`config.mk`:
```
export PLATFORM = sky130hd
export DESIGN_NAME = interrupt_acceptor_flat
export DESIGN_NICKNAME = d
export VERILOG_FILES = /design/src/rtl/interrupt_acceptor_if.sv /design/src/rtl/interrupt_acceptor.sv /design/src/flat_wrapper.sv
export SDC_FILE = /design/constraint.sdc
export NUM_CORES = 1
export LEC_CHECK = 0
export CORE_ASPECT_RATIO = 1.4
export CORE_MARGIN = 2
export CORE_UTILIZATION = 45
export DETAILED_ROUTE_END_ITERATION = 8
export GPL_TIMING_DRIVEN = 1
export PLACE_DENSITY = 0.8
export SLEW_MARGIN = 40
export SYNTH_ARGS = -nofsm -noshare
export SYNTH_HDL_FRONTEND = slang
export SYNTH_SLANG_ARGS = --single-unit
export TNS_END_PERCENT = 100
```
`constraint.sdc`:
```
create_clock -name clk -period 2.5 [get_ports clk]
set_input_delay 0.75 -clock clk [delete_from_list [all_inputs] [get_ports clk]]
set_output_delay 0.75 -clock clk [all_outputs]
set_load 0.05 [all_outputs]
```
`src/rtl/interrupt_acceptor_if.sv`:
```
// Signal bundle between the interrupt acceptor, the interrupt controller and the CPU.
// The slave modport is the acceptor's view; master is the surrounding system's view.
interface interrupt_acceptor_if;
  logic [7:0]  ctrl_vector;
  logic        ctrl_read;
  logic [23:0] dev_pri;
  logic [2:0]  cpu_pri;
  logic        ie;
  logic        irq;
  logic        cpu_ack;
  logic [15:0] vec_addr;
  logic [2:0]  vec_pri;
  logic        vec_err;

  modport slave (
    input  ctrl_vector, dev_pri, cpu_pri, ie, cpu_ack,
    output ctrl_read, irq, vec_addr, vec_pri, vec_err
  );

  modport master (
    output ctrl_vector, dev_pri, cpu_pri, ie, cpu_ack,
    input  ctrl_read, irq, vec_addr, vec_pri, vec_err
  );
endinterface

```
`src/rtl/interrupt_acceptor.sv`:
```
// Polls an interrupt controller for a vector byte, holds the decoded vector and
// raises irq to the CPU while the vector's priority beats the CPU priority.
module interrupt_acceptor #(
  parameter int unsigned POLL_GAP = 4,
  parameter logic [7:0]  VEC_HI   = 8'hFF
) (
  input  logic                  clk,
  input  logic                  rst_n,
  interrupt_acceptor_if.slave   bus
);

  typedef enum logic [2:0] {
    IDLE    = 3'd0,
    POLL    = 3'd1,
    CAPTURE = 3'd2,
    HELD    = 3'd3,
    REQ     = 3'd4
  } state_t;

  localparam logic [7:0] GAP_LAST = 8'(POLL_GAP - 1);

  state_t      state_q, state_d;
  logic [7:0]  gap_q, gap_d;
  logic [15:0] vec_addr_q, vec_addr_d;
  logic [2:0]  vec_pri_q, vec_pri_d;
  logic        vec_err_q, vec_err_d;
  logic        ctrl_read_q, ctrl_read_d;
  logic        irq_q, irq_d;

  logic [2:0]  pri_field [8];
  logic        dev_known;
  logic [2:0]  dev_idx;
  logic        accept;

  for (genvar gi = 0; gi < 8; gi++) begin : g_pri
    assign pri_field[gi] = bus.dev_pri[3*gi +: 3];
  end

  always_comb begin
    dev_known = 1'b1;
    dev_idx   = 3'd0;
    case (bus.ctrl_vector)
      8'hC2:   dev_idx = 3'd0;
      8'hC6:   dev_idx = 3'd1;
      8'hCA:   dev_idx = 3'd2;
      8'hCE:   dev_idx = 3'd3;
      8'hD2:   dev_idx = 3'd4;
      8'hD6:   dev_idx = 3'd5;
      8'hEE:   dev_idx = 3'd6;
      8'hF2:   dev_idx = 3'd7;
      default: dev_known = 1'b0;
    endcase
  end

  assign accept = bus.ie && (vec_pri_q > bus.cpu_pri);

  always_comb begin
    state_d    = state_q;
    gap_d      = gap_q;
    vec_addr_d = vec_addr_q;
    vec_pri_d  = vec_pri_q;
    vec_err_d  = vec_err_q;
    case (state_q)
      IDLE: begin
        if (gap_q == GAP_LAST) begin
          gap_d   = 8'd0;
          state_d = POLL;
        end else begin
          gap_d = gap_q + 8'd1;
        end
      end
      POLL: state_d = CAPTURE;
      CAPTURE: begin
        if (bus.ctrl_vector == 8'h00) begin
          state_d = IDLE;
        end else if (dev_known) begin
          state_d    = HELD;
          vec_addr_d = {VEC_HI, bus.ctrl_vector};
          vec_pri_d  = pri_field[dev_idx];
        end else begin
          state_d   = IDLE;
          vec_err_d = 1'b1;
        end
      end
      HELD: if (accept) state_d = REQ;
      // An acknowledge takes priority over a simultaneous loss of the accept condition.
      REQ: begin
        if (bus.cpu_ack) begin
          state_d = IDLE;
          gap_d   = 8'd0;
        end else if (!accept) begin
          state_d = HELD;
        end
      end
      default: begin
        state_d = IDLE;
        gap_d   = 8'd0;
      end
    endcase
    ctrl_read_d = (state_d == POLL);
    irq_d       = (state_d == REQ);
  end

  always_ff @(posedge clk or negedge rst_n) begin
    if (!rst_n) begin
      state_q     <= IDLE;
      gap_q       <= 8'd0;
      vec_addr_q  <= 16'h0000;
      vec_pri_q   <= 3'd0;
      vec_err_q   <= 1'b0;
      ctrl_read_q <= 1'b0;
      irq_q       <= 1'b0;
    end else begin
      state_q     <= state_d;
      gap_q       <= gap_d;
      vec_addr_q  <= vec_addr_d;
      vec_pri_q   <= vec_pri_d;
      vec_err_q   <= vec_err_d;
      ctrl_read_q <= ctrl_read_d;
      irq_q       <= irq_d;
    end
  end

  assign bus.ctrl_read = ctrl_read_q;
  assign bus.irq       = irq_q;
  assign bus.vec_addr  = vec_addr_q;
  assign bus.vec_pri   = vec_pri_q;
  assign bus.vec_err   = vec_err_q;

endmodule

```
`src/flat_wrapper.sv`:
```
// flat-port wrapper written by rule: the top's interface ports become plain ports
module interrupt_acceptor_flat 
#(
  parameter int unsigned POLL_GAP = 4,
  parameter logic [7:0]  VEC_HI   = 8'hFF
)
  (clk, rst_n, bus_ctrl_vector, bus_dev_pri, bus_cpu_pri, bus_ie, bus_cpu_ack, bus_ctrl_read, bus_irq, bus_vec_addr, bus_vec_pri, bus_vec_err);
  interrupt_acceptor_if bus_i ();
  input  logic clk;
  input  logic rst_n;
  input wire logic [$bits(bus_i.ctrl_vector)-1:0] bus_ctrl_vector;
  input wire logic [$bits(bus_i.dev_pri)-1:0] bus_dev_pri;
  input wire logic [$bits(bus_i.cpu_pri)-1:0] bus_cpu_pri;
  input wire logic [$bits(bus_i.ie)-1:0] bus_ie;
  input wire logic [$bits(bus_i.cpu_ack)-1:0] bus_cpu_ack;
  output wire logic [$bits(bus_i.ctrl_read)-1:0] bus_ctrl_read;
  output wire logic [$bits(bus_i.irq)-1:0] bus_irq;
  output wire logic [$bits(bus_i.vec_addr)-1:0] bus_vec_addr;
  output wire logic [$bits(bus_i.vec_pri)-1:0] bus_vec_pri;
  output wire logic [$bits(bus_i.vec_err)-1:0] bus_vec_err;
  assign bus_i.ctrl_vector = bus_ctrl_vector;
  assign bus_i.dev_pri = bus_dev_pri;
  assign bus_i.cpu_pri = bus_cpu_pri;
  assign bus_i.ie = bus_ie;
  assign bus_i.cpu_ack = bus_cpu_ack;
  assign bus_ctrl_read = bus_i.ctrl_read;
  assign bus_irq = bus_i.irq;
  assign bus_vec_addr = bus_i.vec_addr;
  assign bus_vec_pri = bus_i.vec_pri;
  assign bus_vec_err = bus_i.vec_err;
  interrupt_acceptor #(.POLL_GAP(POLL_GAP), .VEC_HI(VEC_HI)) u_core (.clk(clk), .rst_n(rst_n), .bus(bus_i));
endmodule
```
==> reports/metrics.csv <==
metric,value,unit
"commonest non-fill, non-tap cell in the layout",clkdlybuf4s50_1,
Bufs and invs on worst path,1,
Comb pwr share,0.287,
Final Util,0.685,
"Slowest-stage cell, CP",clkdlybuf4s50_1,
max-slew violations,0,
nature of the critical path startpoint,register,
clk_skew,0.00280,ns
Worst slew margin,0.649,
via count,1607,
"Cell Chain, Critical Path",clkdlybuf4s50_1,
Resize count post-CTS,0,
Final Hold Fails,0,
Die Height,76.3,µm
placed inst area,0.00240,mm²
clock tree sinks,26,
largest family of logic cells by synthesized area,simple AND/OR/NAND/NOR gates,
critical path's top delay family,buffers and inverters,
portion of total power attributed to the clock network,0.270,
vias per cell,5.32,
leakage,0.00109,µW
Syn Nets,231,
total CTS buffers,3,
postcts setup bufs,0,
yosys warns,0,
Final Cycle Share,0.943,
Worst Hold Class,reg -> reg,
Pwr Density,518,mW/mm²
P&R area growth vs syn,47.4,%
IO buf count,60,
Post-Synth XOR/XNOR Area,0.00522,
CTS HTree Levels,1,
post-synthesis register bit count,26,
Compound-Gate Fraction of Synth Area,0.215,
status,completed,
Critical Path RT,1.75,ns
CP Capture Type,primary output,
1st-pass router iterations,4,
antenna violations before repair,0,
CTS root buf,clkbuf_8,
"Avg Cell Area, Syn",8.92,µm²
post-DP HPWL,3370,µm
Switching Share,0.301,
Final Wtd Congestion,0.945,
io pins,61,
switching pwr,386,µW
synth unique cells,44,
pin count of the biggest net entering global routing,27,
"Primary FF master, synth",dfrtp_1,
FP Rows,26,
total power,1280,µW
Tightest Pin Transition,0.524,ns
Worst VDD drop,0.497,mV
endpoints failing setup,0,
register area share after synthesis,0.388,
Hold Slack,0.466,ns
Starting DRT DRC Count,46,
die width,55.6,µm
Post-synth EDFFs,0,
Synth async-reset ratio,1.00,
worst-skew pair later-pin latency,0.27,ns
Fill cells,285,
clock transition at the registers of the reported paths,0.09,ns
Max Freq,424,MHz
most frequent cells in the layout,"clkdlybuf4s50_1, dfrtp_1, nand2_1, buf_4, o21ai_0",
grt ovf,0,
cts hold-fix bufs,0,
vias in the first global route,1591,
Int Pwr,895,µW
Max stage delay on crit path,0.86,ns
remaining routing DRC violations,0,
Final Instance Area,0.00247,mm²
Cells after Synth,188,
layout cells sized above 1,0.146,
Adder-Cell Fraction of Synth Area,0.0298,
# diodes,0,
first-pass GRT wire length,7000,µm
Critical Path AT,1.61,ns
antenna-violating nets left,0,
Flop pwr share,0.443,
initial core utilization,0.465,
largest fanout on the critical path,9,
Post-Synth Simple-Gate Area,0.227,
CTS tree,yes,
Final nets,304,
clock buffer depth,2,
Routed WL,4200,µm
RSZ-0062 raised after global routing,false,
Max Cap Viol,0,
synthesized cell area,0.00168,mm²
mux share of post-synthesis cell area,0.0671,
Crit Path Category,reg -> out,
die area,0.00424,mm²
Global Route Usage Sum,0.201,
core area,0.00361,mm²
drt wl/cell,13.9,µm
fin crit period,2.36,ns
-- layout make-up --
type,count,area [µm²],area share
sequential,26,651,0.263
tap,42,52.6,0.0213
clock buffer,3,41.3,0.0167
timing repair buffer,80,751,0.304
clock inverter,1,30.0,0.0121
inverter,9,33.8,0.0137
multi-input combinational,141,913,0.369
-- worst paths after layout --
path                            slack (ns)                                  to  cells past startpoint                          startpoint
worst max-delay path                  0.14                    bus_vec_addr[13]                      1  u_core.bus.vec_addr[8]$_DFFE_PN0P_
worst min register to register        0.47      u_core.bus.vec_err$_DFFE_PN0P_                      1      u_core.bus.vec_err$_DFFE_PN0P_
min in group asynchronous             0.83  u_core.bus.vec_addr[1]$_DFFE_PN0P_                      2                               rst_n
worst max register to register        0.63         u_core.gap_q[7]$_DFFE_PN0P_                      6         u_core.gap_q[4]$_DFFE_PN0P_
worst min-delay path                  0.47      u_core.bus.vec_err$_DFFE_PN0P_                      1      u_core.bus.vec_err$_DFFE_PN0P_
max in group asynchronous             1.41         u_core.gap_q[1]$_DFFE_PN0P_                      2                               rst_n
-- layer usage --
metal  vias up  part of all wire  GRT usage
met5         -                 0          0
met4         0             0.028     0.0829
met3        12             0.038     0.0238
met2        44              0.54      0.376
met1       744              0.39      0.224
li1        807                 -          -
-- through the flow --
stage / instances / setup TNS [ns] / setup WS [ns]
floorplan: 188 / 0 / 0.429
global placement: 298 / -0.0694 / -0.0553
detailed placement: 298 / -0.135 / -0.0864
CTS: 302 / 0 / 0.122
global route: 302 / 0 / 0.0517
finish: 302 / 0 / 0.141
-- cell usage after synthesis, types with 2 or more instances --
library cell | n | area, µm²
inv_1 | 8 | 30.0
a21oi_1 | 6 | 30.0
ha_1 | 4 | 50.1
nor2_1 | 12 | 45.0
dfrtp_1 | 26 | 651
o21ai_2 | 2 | 17.5
o31a_1 | 3 | 26.3
nand2b_1 | 5 | 31.3
buf_2 | 4 | 20.0
mux2_2 | 2 | 22.5
o22ai_1 | 2 | 12.5
nand3_1 | 2 | 10.0
o21ai_0 | 18 | 90.1
a22o_1 | 2 | 17.5
a22oi_1 | 2 | 15.0
a221o_1 | 2 | 20.0
and3_1 | 4 | 25.0
mux2i_1 | 9 | 90.1
nor4_1 | 2 | 12.5
buf_4 | 8 | 60.1
nand2_1 | 25 | 93.8
nor2b_1 | 4 | 25.0
nor3_1 | 5 | 25.0
o21ai_1 | 10 | 50.1
a221oi_1 | 2 | 17.5
-- registers in the layout (all words and copies together), names as in the netlist --
register and flops:
u_core.bus.ctrl_read 1, u_core.bus.vec_addr 9, u_core.gap_q 8, u_core.bus.vec_err 1, u_core.bus.irq 1, u_core.state_q 3, u_core.bus.vec_pri 3
-- cells by family after synthesis --
family	Yosys count
simple gates	70
compound gates	55
fa+ha+maj	4
flops	26
mux	11
buf+inv	21
xor+xnor	1
-- power groups by stage --
stage	clock network [µW]	logic [µW]	registers (µW)
after detailed placement	0	370	573
after global routing	366	406	579
final	345	368	567
after floorplan	0	201	583
after CTS	358	371	566
after global placement	0	357	569
No activity file was read; power rests on OpenSTA's default activity.
